## src/rtl/load_store_unit.sv

```systemverilog
// Load/store unit: turns MEM-stage requests into 32-bit beats on the data-memory port.
// Covers byte/half/word/dword accesses, sign/zero extension, dword splitting and
// read-modify-write for sub-word stores.
`timescale 1ns/1ps
module load_store_unit #(
  parameter int unsigned MEM_BYTES = 512
) (
  input  logic        clk,
  input  logic        rst_n,
  input  logic        req_valid,
  output logic        req_ready,
  input  logic        req_write,
  input  logic [1:0]  req_size,
  input  logic        req_unsigned,
  input  logic [63:0] req_addr,
  input  logic [63:0] req_wdata,
  output logic        resp_valid,
  output logic        resp_error,
  output logic [63:0] resp_rdata,
  output logic        stall,
  output logic [63:0] Memory_Address,
  output logic [63:0] Write_Data,
  output logic        MemWrite,
  output logic        MemRead,
  input  logic [63:0] ReadData
);

  localparam int unsigned XLEN = 64;
  localparam int unsigned BEAT = 32;

  localparam logic [1:0] SZ_BYTE  = 2'b00;
  localparam logic [1:0] SZ_HALF  = 2'b01;
  localparam logic [1:0] SZ_WORD  = 2'b10;
  localparam logic [1:0] SZ_DWORD = 2'b11;

  typedef enum logic [2:0] {
    IDLE = 3'd0,
    RD0  = 3'd1,
    RD1  = 3'd2,
    WR0  = 3'd3,
    WR1  = 3'd4,
    RESP = 3'd5
  } state_t;

  state_t            state;
  logic              op_write;
  logic              op_unsigned;
  logic [1:0]        op_size;
  logic [XLEN-1:0]   op_addr;
  logic [XLEN-1:0]   op_wdata;
  logic [BEAT-1:0]   rd0_word;

  logic [3:0]        req_bytes;
  logic [XLEN:0]     req_end;
  logic              misaligned;
  logic              out_of_range;
  logic              req_err;
  logic [XLEN-1:0]   req_beat0;
  logic [XLEN-1:0]   op_beat1;
  logic [BEAT-1:0]   rd_word;
  logic [BEAT-1:0]   rd_shift;
  logic [XLEN-1:0]   load_ext;
  logic [BEAT-1:0]   merged;
  logic              unused_rdata_hi;

  assign rd_word         = ReadData[BEAT-1:0];
  assign unused_rdata_hi = ^ReadData[XLEN-1:BEAT];
  assign req_beat0       = {req_addr[XLEN-1:2], 2'b00};
  assign op_beat1        = {op_addr[XLEN-1:2], 2'b00} + 64'd4;

  // Classify an incoming request as misaligned or outside the memory
  always_comb begin
    misaligned   = 1'b0;
    req_bytes    = 4'd1 << req_size;
    req_end      = {1'b0, req_addr} + 65'(req_bytes);
    case (req_size)
      SZ_HALF:  misaligned = req_addr[0];
      SZ_WORD:  misaligned = |req_addr[1:0];
      SZ_DWORD: misaligned = |req_addr[2:0];
      default:  misaligned = 1'b0;
    endcase
    out_of_range = req_end > 65'(MEM_BYTES);
    req_err      = misaligned | out_of_range;
  end

  // Select and extend the addressed lanes of the current read beat
  always_comb begin
    rd_shift = rd_word >> {op_addr[1:0], 3'b000};
    case (op_size)
      SZ_BYTE:  load_ext = op_unsigned ? {56'd0, rd_shift[7:0]}
                                       : {{56{rd_shift[7]}}, rd_shift[7:0]};
      SZ_HALF:  load_ext = op_unsigned ? {48'd0, rd_shift[15:0]}
                                       : {{48{rd_shift[15]}}, rd_shift[15:0]};
      SZ_WORD:  load_ext = op_unsigned ? {32'd0, rd_shift}
                                       : {{32{rd_shift[31]}}, rd_shift};
      default:  load_ext = {32'd0, rd_shift};
    endcase
  end

  // Merge sub-word store data into the word read back during RD0
  always_comb begin
    merged = rd_word;
    if (op_size == SZ_BYTE) begin
      case (op_addr[1:0])
        2'd0:    merged[7:0]   = op_wdata[7:0];
        2'd1:    merged[15:8]  = op_wdata[7:0];
        2'd2:    merged[23:16] = op_wdata[7:0];
        default: merged[31:24] = op_wdata[7:0];
      endcase
    end else if (op_addr[1]) begin
      merged[31:16] = op_wdata[15:0];
    end else begin
      merged[15:0]  = op_wdata[15:0];
    end
  end

  // Access sequencer; every output is registered alongside the state
  always_ff @(posedge clk or negedge rst_n) begin
    if (!rst_n) begin
      state          <= IDLE;
      req_ready      <= 1'b1;
      resp_valid     <= 1'b0;
      resp_error     <= 1'b0;
      resp_rdata     <= '0;
      stall          <= 1'b0;
      Memory_Address <= '0;
      Write_Data     <= '0;
      MemWrite       <= 1'b0;
      MemRead        <= 1'b0;
      op_write       <= 1'b0;
      op_unsigned    <= 1'b0;
      op_size        <= '0;
      op_addr        <= '0;
      op_wdata       <= '0;
      rd0_word       <= '0;
    end else begin
      resp_valid <= 1'b0;
      case (state)
        IDLE: begin
          if (req_valid && req_ready) begin
            op_write    <= req_write;
            op_unsigned <= req_unsigned;
            op_size     <= req_size;
            op_addr     <= req_addr;
            op_wdata    <= req_wdata;
            req_ready   <= 1'b0;
            if (req_err) begin
              state      <= RESP;
              resp_valid <= 1'b1;
              resp_error <= 1'b1;
              resp_rdata <= '0;
            end else if (req_write && req_size[1]) begin
              state          <= WR0;
              stall          <= 1'b1;
              MemWrite       <= 1'b1;
              Memory_Address <= req_beat0;
              Write_Data     <= {32'd0, req_wdata[BEAT-1:0]};
            end else begin
              state          <= RD0;
              stall          <= 1'b1;
              MemRead        <= 1'b1;
              Memory_Address <= req_beat0;
            end
          end
        end
        RD0: begin
          rd0_word <= rd_word;
          MemRead  <= 1'b0;
          if (op_write) begin
            state      <= WR0;
            MemWrite   <= 1'b1;
            Write_Data <= {32'd0, merged};
          end else if (op_size == SZ_DWORD) begin
            state          <= RD1;
            MemRead        <= 1'b1;
            Memory_Address <= op_beat1;
          end else begin
            state      <= RESP;
            stall      <= 1'b0;
            resp_valid <= 1'b1;
            resp_error <= 1'b0;
            resp_rdata <= load_ext;
          end
        end
        RD1: begin
          MemRead    <= 1'b0;
          state      <= RESP;
          stall      <= 1'b0;
          resp_valid <= 1'b1;
          resp_error <= 1'b0;
          resp_rdata <= {rd_word, rd0_word};
        end
        WR0: begin
          MemWrite <= 1'b0;
          if (op_size == SZ_DWORD) begin
            state          <= WR1;
            MemWrite       <= 1'b1;
            Memory_Address <= op_beat1;
            Write_Data     <= {32'd0, op_wdata[XLEN-1:BEAT]};
          end else begin
            state      <= RESP;
            stall      <= 1'b0;
            resp_valid <= 1'b1;
            resp_error <= 1'b0;
            resp_rdata <= '0;
          end
        end
        WR1: begin
          MemWrite   <= 1'b0;
          state      <= RESP;
          stall      <= 1'b0;
          resp_valid <= 1'b1;
          resp_error <= 1'b0;
          resp_rdata <= '0;
        end
        RESP: begin
          state     <= IDLE;
          req_ready <= 1'b1;
          stall     <= 1'b0;
        end
        default: begin
          state     <= IDLE;
          req_ready <= 1'b1;
          stall     <= 1'b0;
          MemRead   <= 1'b0;
          MemWrite  <= 1'b0;
        end
      endcase
    end
  end

endmodule

```

## config.mk

```make
export PLATFORM = sky130hd
export DESIGN_NAME = load_store_unit
export DESIGN_NICKNAME = d
export VERILOG_FILES = /design/src/rtl/load_store_unit.sv
export SDC_FILE = /design/constraint.sdc
export NUM_CORES = 1
export LEC_CHECK = 0
export BUFFER_PORTS_ARGS = -buffer_cell sky130_fd_sc_hd__buf_2
export CAP_MARGIN = 10
export CORE_ASPECT_RATIO = 0.8
export CORE_UTILIZATION = 54
export CTS_CLUSTER_DIAMETER = 150
export DETAILED_ROUTE_END_ITERATION = 6
export GPL_TIMING_DRIVEN = 0
export HOLD_SLACK_MARGIN = 0.12
export PLACE_DENSITY = 0.79
export SLEW_MARGIN = 10
export SYNTH_ARGS = -nofsm -noshare
export SYNTH_HDL_FRONTEND = slang
export SYNTH_SLANG_ARGS = --single-unit
export TNS_END_PERCENT = 5
```

## constraint.sdc

```tcl
create_clock -name clk -period 5.6 [get_ports clk]
set_clock_uncertainty 0.15 [all_clocks]
set_input_delay 0.56 -clock clk [delete_from_list [all_inputs] [get_ports clk]]
set_output_delay 0.56 -clock clk [all_outputs]
set_load 0.1 [all_outputs]
```

**Yosys cells after proc, flatten, opt, wreduce, memory -nomap -nowiden**

Index checks and enable logic that the tools add are counted.

- Add/subtract/negate cells: 2
- $mul: 0
- Divide/modulo/power cells: 0
- $lt $le $gt $ge: 1
- Equality and inequality tests: 23
- Shift operators: 2
- Mux-type cells: 64
- Bitwise logic cells: 4
- Reductions and logical operators: 24

Operator list:

| kind | count |
|---|---|
| 64-bit 2-to-1 mux | 17 |
| 64-bit one-hot mux with 3 select lines | 3 |
| 64-bit one-hot mux with 5 select lines | 1 |
| 64-bit by 4-bit adder with 65-bit output | 1 |
| 65-bit by 10-bit > comparator with 1-bit output, second input constant | 1 |
| 64-bit by 3-bit adder with 64-bit output, second input constant | 1 |
| 16-bit 2-to-1 mux | 2 |
| 32-bit 2-to-1 mux | 1 |
| 8-bit 2-to-1 mux | 4 |
| 32-bit by 5-bit right shift with 32-bit output | 1 |
| 1-bit 2-to-1 mux | 23 |
| 2-bit inequality test, second input constant | 10 |
| 3-bit 2-to-1 mux | 4 |
| 1-bit one-hot mux with 4 select lines | 3 |
| 3-bit one-hot mux with 4 select lines | 1 |
| 4-bit AND reduction | 3 |
| 6-bit AND reduction | 2 |
| 2-bit == test, second input constant | 5 |
| 1-bit one-hot mux with 3 select lines | 3 |
| 3-bit OR reduction | 3 |
| 2-bit by 1-bit == test with 1-bit output, second input constant | 3 |
| 3-bit by 2-bit == test with 1-bit output, second input constant | 2 |
| 3-bit == test, second input constant | 2 |
| 2-bit OR reduction | 3 |
| 16 further kinds | 21 |

- Register bits after elaboration: 365
- Bits in latches: 0
- RAM bits: 0
- Bits in read-only memories: 0
- Memories kept: 0

**Depth between registers and ports, before layout**

Gate-level depths: netlist (run 1).

- Depth after elaboration: 7
- Mapped depth: 16

**Least setup slack after synthesis (run 1)**

OpenSTA, ideal clock, no wires.

- Path kind: input to register
- From: input port req_size[1]
- To: register resp_rdata[0]
- Library setup time: 0.126 ns
- Arrival time: 4.151 ns
- Data required time: 5.324 ns
- Setup slack: 1.173 ns
- Stages: 16
- Buffers on the path: 2
- Cell sequence: nor2_1 -> ha_1 -> inv_1 -> fa_1 -> nand2b_1 -> a2111oi_0 -> xnor2_1 -> o2111ai_1 -> or4_1 -> nor4_1 -> nand4_2 -> nor2_4 -> o21ai_4 -> buf_6 -> buf_12 -> mux2_4

- Cells in the longest elaborated chain, start to end: 6

Ends and longest elaborated chain:

| item | line | source |
|---|---|---|
| start, declared | 13 | `input logic [1:0] req_size,` |
| 1-bit by 2-bit << shifter with 4-bit output | 74 | `req_bytes = 4'd1 << req_size;` |
| 64-bit by 4-bit adder with 65-bit output | 75 | `req_end = {1'b0, req_addr} + 65'(req_bytes);` |
| 65-bit by 10-bit > comparator with 1-bit output | 82 | `out_of_range = req_end > 65'(MEM_BYTES);` |
| 1-bit OR (*) | 83 | `req_err = misaligned \| out_of_range;` |
| 2-bit inequality test (no line) (*) | n/a |  |
| 6-bit AND reduction (no line) (*) | n/a |  |
| end signal, assigned | 182 | `resp_rdata <= load_ext;` |
| end signal, assigned | 191 | `resp_rdata <= {rd_word, rd0_word};` |
| end, declared | 19 | `output logic [63:0] resp_rdata,` |

Mark *: on every way between the ends. The rest lies on a longest branch, timed or not.
A chain may end at the register's enable or synchronous reset.

**Worst setup path after layout (run 1)**

- From: input port req_size[1]
- To: register Memory_Address[7]

- Cells in the longest elaborated chain, start to end: 6

Ends and longest elaborated chain:

| item | line | source |
|---|---|---|
| 1-bit by 2-bit << shifter with 4-bit output | 74 |  |
| 64-bit by 4-bit adder with 65-bit output | 75 |  |
| 65-bit by 10-bit > comparator with 1-bit output | 82 |  |
| 1-bit OR (*) | 83 |  |
| 2-bit inequality test (no line) (*) | n/a |  |
| 4-bit AND reduction (no line) (*) | n/a |  |
| end signal, assigned | 156 | `Memory_Address <= req_beat0;` |
| end signal, assigned | 162 | `Memory_Address <= req_beat0;` |
| end signal, assigned | 176 | `Memory_Address <= op_beat1;` |
| end, declared | 21 | `output logic [63:0] Memory_Address,` |

Marked as above.

==> impl_metrics.env, run 1 <==
export IMPL_status="finished clean"
export IMPL_fin_ws_ps=906
export IMPL_die_area_mm2=0.0340
export IMPL_final_cell_count_no_fill=2968
export IMPL_dp_hpwl_um=45900
export IMPL_clk_latency_ps=540
export IMPL_port_buffers=321
export IMPL_setup_tns_ps=0
export IMPL_synthFlopType="dfrtp_1"
export IMPL_crit_fanout=10
export IMPL_synth_area_mux_share_pct=8.58
export IMPL_drcViolationCount=0
export IMPL_required_ps=5860
export IMPL_core_area_mm2=0.0326
export IMPL_cts_tree="yes"
export IMPL_row_count=59
export IMPL_avgSynthCellArea_um2=8.71
export IMPL_crit_path_start="req_size[1]"
export IMPL_crit_path_end_kind="register"
export IMPL_firstDrtPassIters=6
export IMPL_grt_pass1_wl_um=92800
export IMPL_ir_worst_vdd_uv=585
export IMPL_initial_utilization_pct=55.0
export IMPL_clockBufferDepth=3
export IMPL_synth_top_family_by_area="simple AND/OR/NAND/NOR gates"
export IMPL_r2r_start="op_addr[5]"
export IMPL_max_slew_margin_pct=12.3
export IMPL_tightest_slew_ps=1310
export IMPL_root_buffer="clkbuf_16"
export IMPL_fin_nets=2714
export IMPL_grt_ovfl_total=0
export IMPL_grt_total_usage_pct=35.6
export IMPL_hp_class="in2reg"
export IMPL_wirelength_um=61500
export IMPL_synthAdderAreaFrac_pct=0.460
export IMPL_synth_simple_area_share_pct=24.1
export IMPL_synthesis_area_mm2=0.0180
export IMPL_cts_sinks=315
export IMPL_netlist_top_cells_area="dfrtp_1, nand2_1, mux2_2"
export IMPL_drive_gt1_share_pct=21.8
export IMPL_worstHoldStart="req_wdata[63]"
export IMPL_cp_num_buf_inv=3
export IMPL_crit_chain="buf_2 > nor2_1 > ha_1 > inv_1 > fa_1 > nand2b_1 > a2111oi_0 > xnor2_1 > o2111ai_1 > or4_1 > nor4_1 > nand4_2 > nor2_4 > a21oi_4 > buf_4 > mux2_1"
export IMPL_synth_top_area_share_pct=43.8
export IMPL_cap_violations=0
export IMPL_wire_per_inst_um=20.7
export IMPL_pre_cts_slack_ps=392
export IMPL_grt_max_degree=95
export IMPL_ant_nets=0
export IMPL_synth_edf_count=0
export IMPL_area_delta_synth_final_pct=22.3
export IMPL_totalPowerFinal_mw=15.1
export IMPL_synth_xor_area_share_pct=4.00
export IMPL_slowest_delay_ps=530
export IMPL_rsz0062_at_grt="false"
export IMPL_place_inst=2847
export IMPL_arrival_ps=4950
export IMPL_setup_viol=0
export IMPL_placed_area_mm2=0.0203
export IMPL_final_common_cell="nand2_1"
export IMPL_cp_top_family="simple AND/OR/NAND/NOR gates"
export IMPL_grt_pass1_vias=16200
export IMPL_utilization_pct=67.3
export IMPL_ioPinCount=397
export IMPL_cts_clk_slew_worst_paths_ps=70
export IMPL_hold_violations=0
export IMPL_post_cts_buffers=0
export IMPL_ys_seq_area_share_pct=43.9
export IMPL_h_tree_depth=2
export IMPL_ys_warn_count=0
export IMPL_report_final_slew_viol_count=0
export IMPL_die_y_um=165
export IMPL_p_leak_nw=10.8
export IMPL_drt_iter0_drc=2055
export IMPL_synth_cell_types=89
export IMPL_start_kind="input pin"
export IMPL_cts_buffers=35
export IMPL_ys_seq_elements=315
export IMPL_syn_inst=2062
export IMPL_whs_ps=146
export IMPL_slowest_stage="or4_1"
export IMPL_synth_top_area_cell="dfrtp_1"
export IMPL_final_cell_mix="nand2_1, buf_2, dfrtp_1, a21oi_1, clkbuf_1"
export IMPL_async_reset_ff_share_pct=100
export IMPL_crit_type="in2reg"
export IMPL_gp_congestion=0.998
export IMPL_fin_crit_ps=4690
export IMPL_antenna_found_initial=5
export IMPL_vias_per_cell=5.86
export IMPL_synth_compound_area_share_pct=13.3
export IMPL_fin_area_mm2=0.0220
export IMPL_fin_crit_sh_pct=83.8
export IMPL_vias=17400
export IMPL_timing_fmax_ghz=0.213
export IMPL_power_density_mw_per_mm2=687
export IMPL_cts_resized=0
export IMPL_die_x_um=206
[per-layer routing]
| layer | global-route usage (%) | up-vias | wire length, µm |
|---|---|---|---|
| met5 | 0 | - | 0 |
| met4 | 11.2 | 0 | 1700 |
| met3 | 7.81 | 119 | 6510 |
| met2 | 51.6 | 954 | 26500 |
| met1 | 52.9 | 8381 | 26800 |
| li1 | - | 7936 | - |
[registers in the layout, summed over array words and instances, names as in the netlist]
signal          cells
resp_error          1
op_size             2
op_write            1
MemWrite            1
req_ready           1
op_addr            64
resp_rdata         64
op_unsigned         1
op_wdata           48
resp_valid          1
rd0_word           32
state               3
stall               1
Write_Data         32
MemRead             1
Memory_Address     62
[Yosys cell counts, drive strengths merged (6+ instances only)]
master / number
and2: 6
nand2: 550
xor2: 44
o21ai: 99
nor2b: 15
or2: 9
a211oi: 18
o22ai: 11
nand4: 46
a21o: 56
a21oi: 124
inv: 56
mux2: 84
a211o: 8
nand3: 64
a32o: 7
mux2i: 53
a2111oi: 6
a22o: 9
or4: 10
xnor2: 38
dfrtp: 314
clkbuf: 94
nor4: 17
nor3: 79
nor2: 98
buf: 60
or3: 6
and4: 12
and3: 10
[worst reg2reg max path, cell delays in order (launching register included)]
cell and delay, ps:
dfrtp_1 430, and4_1 280, nand4_1 200, nor2_1 430, nor4b_2 1120, nand3_1 500, nor2_1 380, nand4_1 200
xor2_1 180, nand2_1 60, o221a_2 170
[power breakdown]
part	leakage (nW)	internal, mW	switching (mW)	total, mW
logic	6.18	2.25	6.61	8.85
clock network	0.545	1.29	0.965	2.25
registers	4.04	3.27	0.719	3.99
total	10.8	6.81	8.29	15.1
[layout make-up]
type | instances | area, µm²
Buffer | 154 | 811
Tap cell | 427 | 534
Multi-Input combinational cell | 1570 | 9190
Inverter | 56 | 210
Clock buffer | 48 | 985
Clock inverter | 14 | 121
Sequential cell | 315 | 7880
Antenna cell | 7 | 17.5
Fill cell | 2717 | 10700
Timing Repair Buffer | 377 | 2220
[kinds of logic (layout without fill, tap and decap cells)]
family | count (synthesis) | after routing
buffers and inverters | 210 | 649
DFF | 315 | 315
muxes | 137 | 137
adders and majority gates | 6 | 6
other | 1 | 41
xor gates and xnor gates | 82 | 82
and+or+nand+nor | 940 | 940
AOI/OAI and AO/OA | 371 | 371
[worst paths after layout]
path | end | slack [ps] | cells after the start
min in group asynchronous | resp_rdata[52] | 390 | 2
worst max-delay path | Memory_Address[7] | 910 | 16
worst max register to register | Memory_Address[63] | 1430 | 10
worst min register to register | Memory_Address[40] | 320 | 1
max in group asynchronous | op_addr[60] | 3690 | 4
worst min-delay path | op_wdata[63] | 150 | 3
[what timing repair did]
action	in CTS	in global routing
hold buffers	52	0
hold endpoints to repair	104	0
setup endpoints to repair	0	0
Power figures use the tool's default switching activity.
==> inputs of run 2 (changes only) <==
--- a/config.mk
+++ b/config.mk
@@ -8,12 +8,12 @@
 export BUFFER_PORTS_ARGS = -buffer_cell sky130_fd_sc_hd__buf_2
 export CAP_MARGIN = 10
 export CORE_ASPECT_RATIO = 0.8
-export CORE_UTILIZATION = 54
+export CORE_UTILIZATION = 50
 export CTS_CLUSTER_DIAMETER = 150
 export DETAILED_ROUTE_END_ITERATION = 6
 export GPL_TIMING_DRIVEN = 0
 export HOLD_SLACK_MARGIN = 0.12
-export PLACE_DENSITY = 0.79
+export PLACE_DENSITY = 0.77
 export SLEW_MARGIN = 10
 export SYNTH_ARGS = -nofsm -noshare
 export SYNTH_HDL_FRONTEND = slang
==> constraint.sdc (replaced) <==
create_clock -name clk -period 3.8 [get_ports clk]
set_clock_uncertainty 0.15 [all_clocks]
set_input_delay 0.38 -clock clk [delete_from_list [all_inputs] [get_ports clk]]
set_output_delay 0.38 -clock clk [all_outputs]
set_load 0.1 [all_outputs]
==> run 2 against run 1 <==
Against the previous run: final area increased by 7.3%; critical path depth grew 1; clock power rose by 53%; global-route usage is 0.41 points lower; the run now ends with negative setup slack left; die area rose by 7.9%; count of clock-buffer cells in the layout shrank 1; first-iteration DRC count fell by 4.5%; combinational power rose by 51%; flip-flop and latch count did not move.
==> impl_metrics.env, run 2 (synthesized netlist as in run 1, its figures left out) <==
export IMPL_status="finished with violations"
export IMPL_failed_checks="negative setup slack"
export IMPL_wirelength_met1_um=27700
export IMPL_core_area_mm2=0.0350
export IMPL_row_count=61
export IMPL_vias=18200
export IMPL_crit_type="in2reg"
export IMPL_hp_class="in2reg"
export IMPL_die_area_mm2=0.0367
export IMPL_final_common_cell="nand2_1"
export IMPL_wire_per_inst_um=20.8
export IMPL_final_cell_mix="nand2_1, buf_2, dfrtp_1, dlygate4sd3_1, a21oi_1"
export IMPL_wirelength_um=65400
export IMPL_cts_sinks=315
export IMPL_crit_chain="buf_12 > nor2_4 > ha_4 > inv_2 > fa_2 > nand2b_4 > a211oi_4 > nand4_1 > buf_4 > nor3_1 > or4_1 > nor4_2 > nand4_2 > nor2_4 > a21oi_4 > buf_6 > mux2_2"
export IMPL_firstDrtPassIters=6
export IMPL_power_density_mw_per_mm2=963
export IMPL_crit_path_frequent_cell="nor2_4"
export IMPL_slowest_stage="a21oi_4"
export IMPL_drt_iter0_drc=1962
export IMPL_wl_met2_um=28300
export IMPL_r2r_start="op_addr[2]"
export IMPL_multi_input_area_mm2=0.00941
export IMPL_crit_fanout=7
export IMPL_tightest_slew_ps=1010
export IMPL_dp_hpwl_um=46600
export IMPL_arrival_ps=4090
export IMPL_ir_worst_vdd_uv=947
export IMPL_met3WireLength_um=6720
export IMPL_fin_area_mm2=0.0236
export IMPL_grt_total_usage_pct=35.2
export IMPL_die_y_um=172
export IMPL_timing_fmax_ghz=0.261
export IMPL_fin_ws_ps=-37.4
export IMPL_totalPowerFinal_mw=22.7
export IMPL_top_regs="op_addr (64), resp_rdata (64), Memory_Address (62)"
export IMPL_die_x_um=214
export IMPL_vias_per_cell=5.81
export IMPL_top_layer="met5"
export IMPL_ioPinCount=397
export IMPL_hold_violations=0
export IMPL_drive_gt1_share_pct=22.5
export IMPL_p_leak_nw=11.5
export IMPL_grt_pass1_wl_um=98700
export IMPL_grt_ovfl_total=0
export IMPL_fin_nets=2845
export IMPL_area_delta_synth_final_pct=31.3
export IMPL_initial_utilization_pct=51.3
export IMPL_crit_path_end_kind="register"
export IMPL_clk_latency_ps=530
export IMPL_fin_crit_sh_pct=101
export IMPL_cap_violations=0
export IMPL_required_ps=4050
export IMPL_h_tree_depth=2
export IMPL_start_kind="input pin"
export IMPL_setup_viol=6
export IMPL_max_slew_margin_pct=33.0
export IMPL_report_final_slew_viol_count=0
export IMPL_rsz0062_at_grt="true"
export IMPL_gp_congestion=0.972
export IMPL_worstHoldStart="req_addr[2]"
export IMPL_fillers=2743
export IMPL_seqCellArea_mm2=0.00788
export IMPL_root_buffer="clkbuf_16"
export IMPL_antenna_found_initial=2
export IMPL_drcViolationCount=0
export IMPL_cts_buffers=34
export IMPL_grt_pass1_vias=17300
export IMPL_crit_path_start="req_size[1]"
export IMPL_cts_clk_slew_worst_paths_ps=60
export IMPL_ant_nets=0
export IMPL_placed_area_mm2=0.0204
export IMPL_slowest_delay_ps=460
export IMPL_grt_max_degree=109
export IMPL_fin_crit_ps=3840
export IMPL_cts_tree="yes"
export IMPL_port_buffers=321
export IMPL_clockBufferDepth=3
==> run 2: cell count changes in the layout (fill, tap and decap cells not counted), moves of 4 or more <==
| cell | delta |
|---|---|
| mux2_4 | +8 |
| mux2_1 | -8 |
| clkinv_2 | +4 |
| buf_6 | +6 |
| buf_4 | +17 |
| buf_2 | -4 |
| dlygate4sd3_1 | +112 |
| diode_2 | -5 |
| nor4_4 | +4 |
==> run 2: what timing repair did <==
| action | in CTS | in global routing |
|---|---|---|
| endpoints found under the hold margin | 286 | 0 |
| resized for setup | 27 | 21 |
| setup endpoints to repair | 159 | 155 |
| hold buffers | 164 | 0 |
| setup buffers | 14 | 6 |
| gates cloned | 1 | 1 |
| pin swaps | 24 | 14 |
==> run 2: worst paths after layout <==
path | endpoint | slack (ps) | cells past startpoint
setup / recovery | Memory_Address[2] | -40 | 17
hold / removal | Memory_Address[2] | 160 | 4
setup reg to reg | Memory_Address[58] | 40 | 10
hold reg to reg | Memory_Address[44] | 320 | 1
max in group asynchronous | rd0_word[13] | 2160 | 3
min in group asynchronous | op_addr[50] | 320 | 2
==> run 2: critical path: cells and delay by family <==
family / cells / cell delay [ps]
multiplexers: 1 / 330
buffers and inverters: 4 / 610
AND/OR/NAND/NOR: 8 / 1400
AO/OA/AOI/OAI: 2 / 850
adder cells (fa/ha/maj): 2 / 490
==> run 2: final cells by class <==
class                           instances  area share, %
Multi-Input combinational cell       1570           39.9
Sequential cell                       315           33.4
Timing Repair Buffer                  510           15.0
Clock buffer                           47           4.26
Buffer                                153           3.52
Tap cell                              472           2.50
Inverter                               56          0.891
Clock inverter                         14          0.536
Antenna cell                            2         0.0212
==> run 2: power breakdown <==
group | internal [mW] | switching, mW | leakage, nW
registers | 4.82 | 1.07 | 4.04
logic | 3.49 | 9.88 | 6.90
clock network | 1.99 | 1.45 | 0.564
total | 10.3 | 12.4 | 11.5
==> run 2: per-stage QoR <==
stage	TNS (ps)	hold slack [ps]	setup WS (ps)	util, %	cells
3_5_place_dp	-114640	311	-867	58.3	2891
4_1_cts	-444	125	-43.6	66.9	3131
3_3_place_gp	-1239200	306	-3620	58.1	2888
2_1_floorplan	0	-65.6	0.811	-	2095
6_report	-149	160	-37.4	67.3	3139
5_1_grt	-7760	180	-144	67.3	3137
==> run 2: metal layers <==
layer  global-route usage (%)  up-vias
met1                     50.0     8813
met5                        0        -
li1                         -     8204
met3                     8.78      199
met4                     14.5        2
met2                     51.1     1029
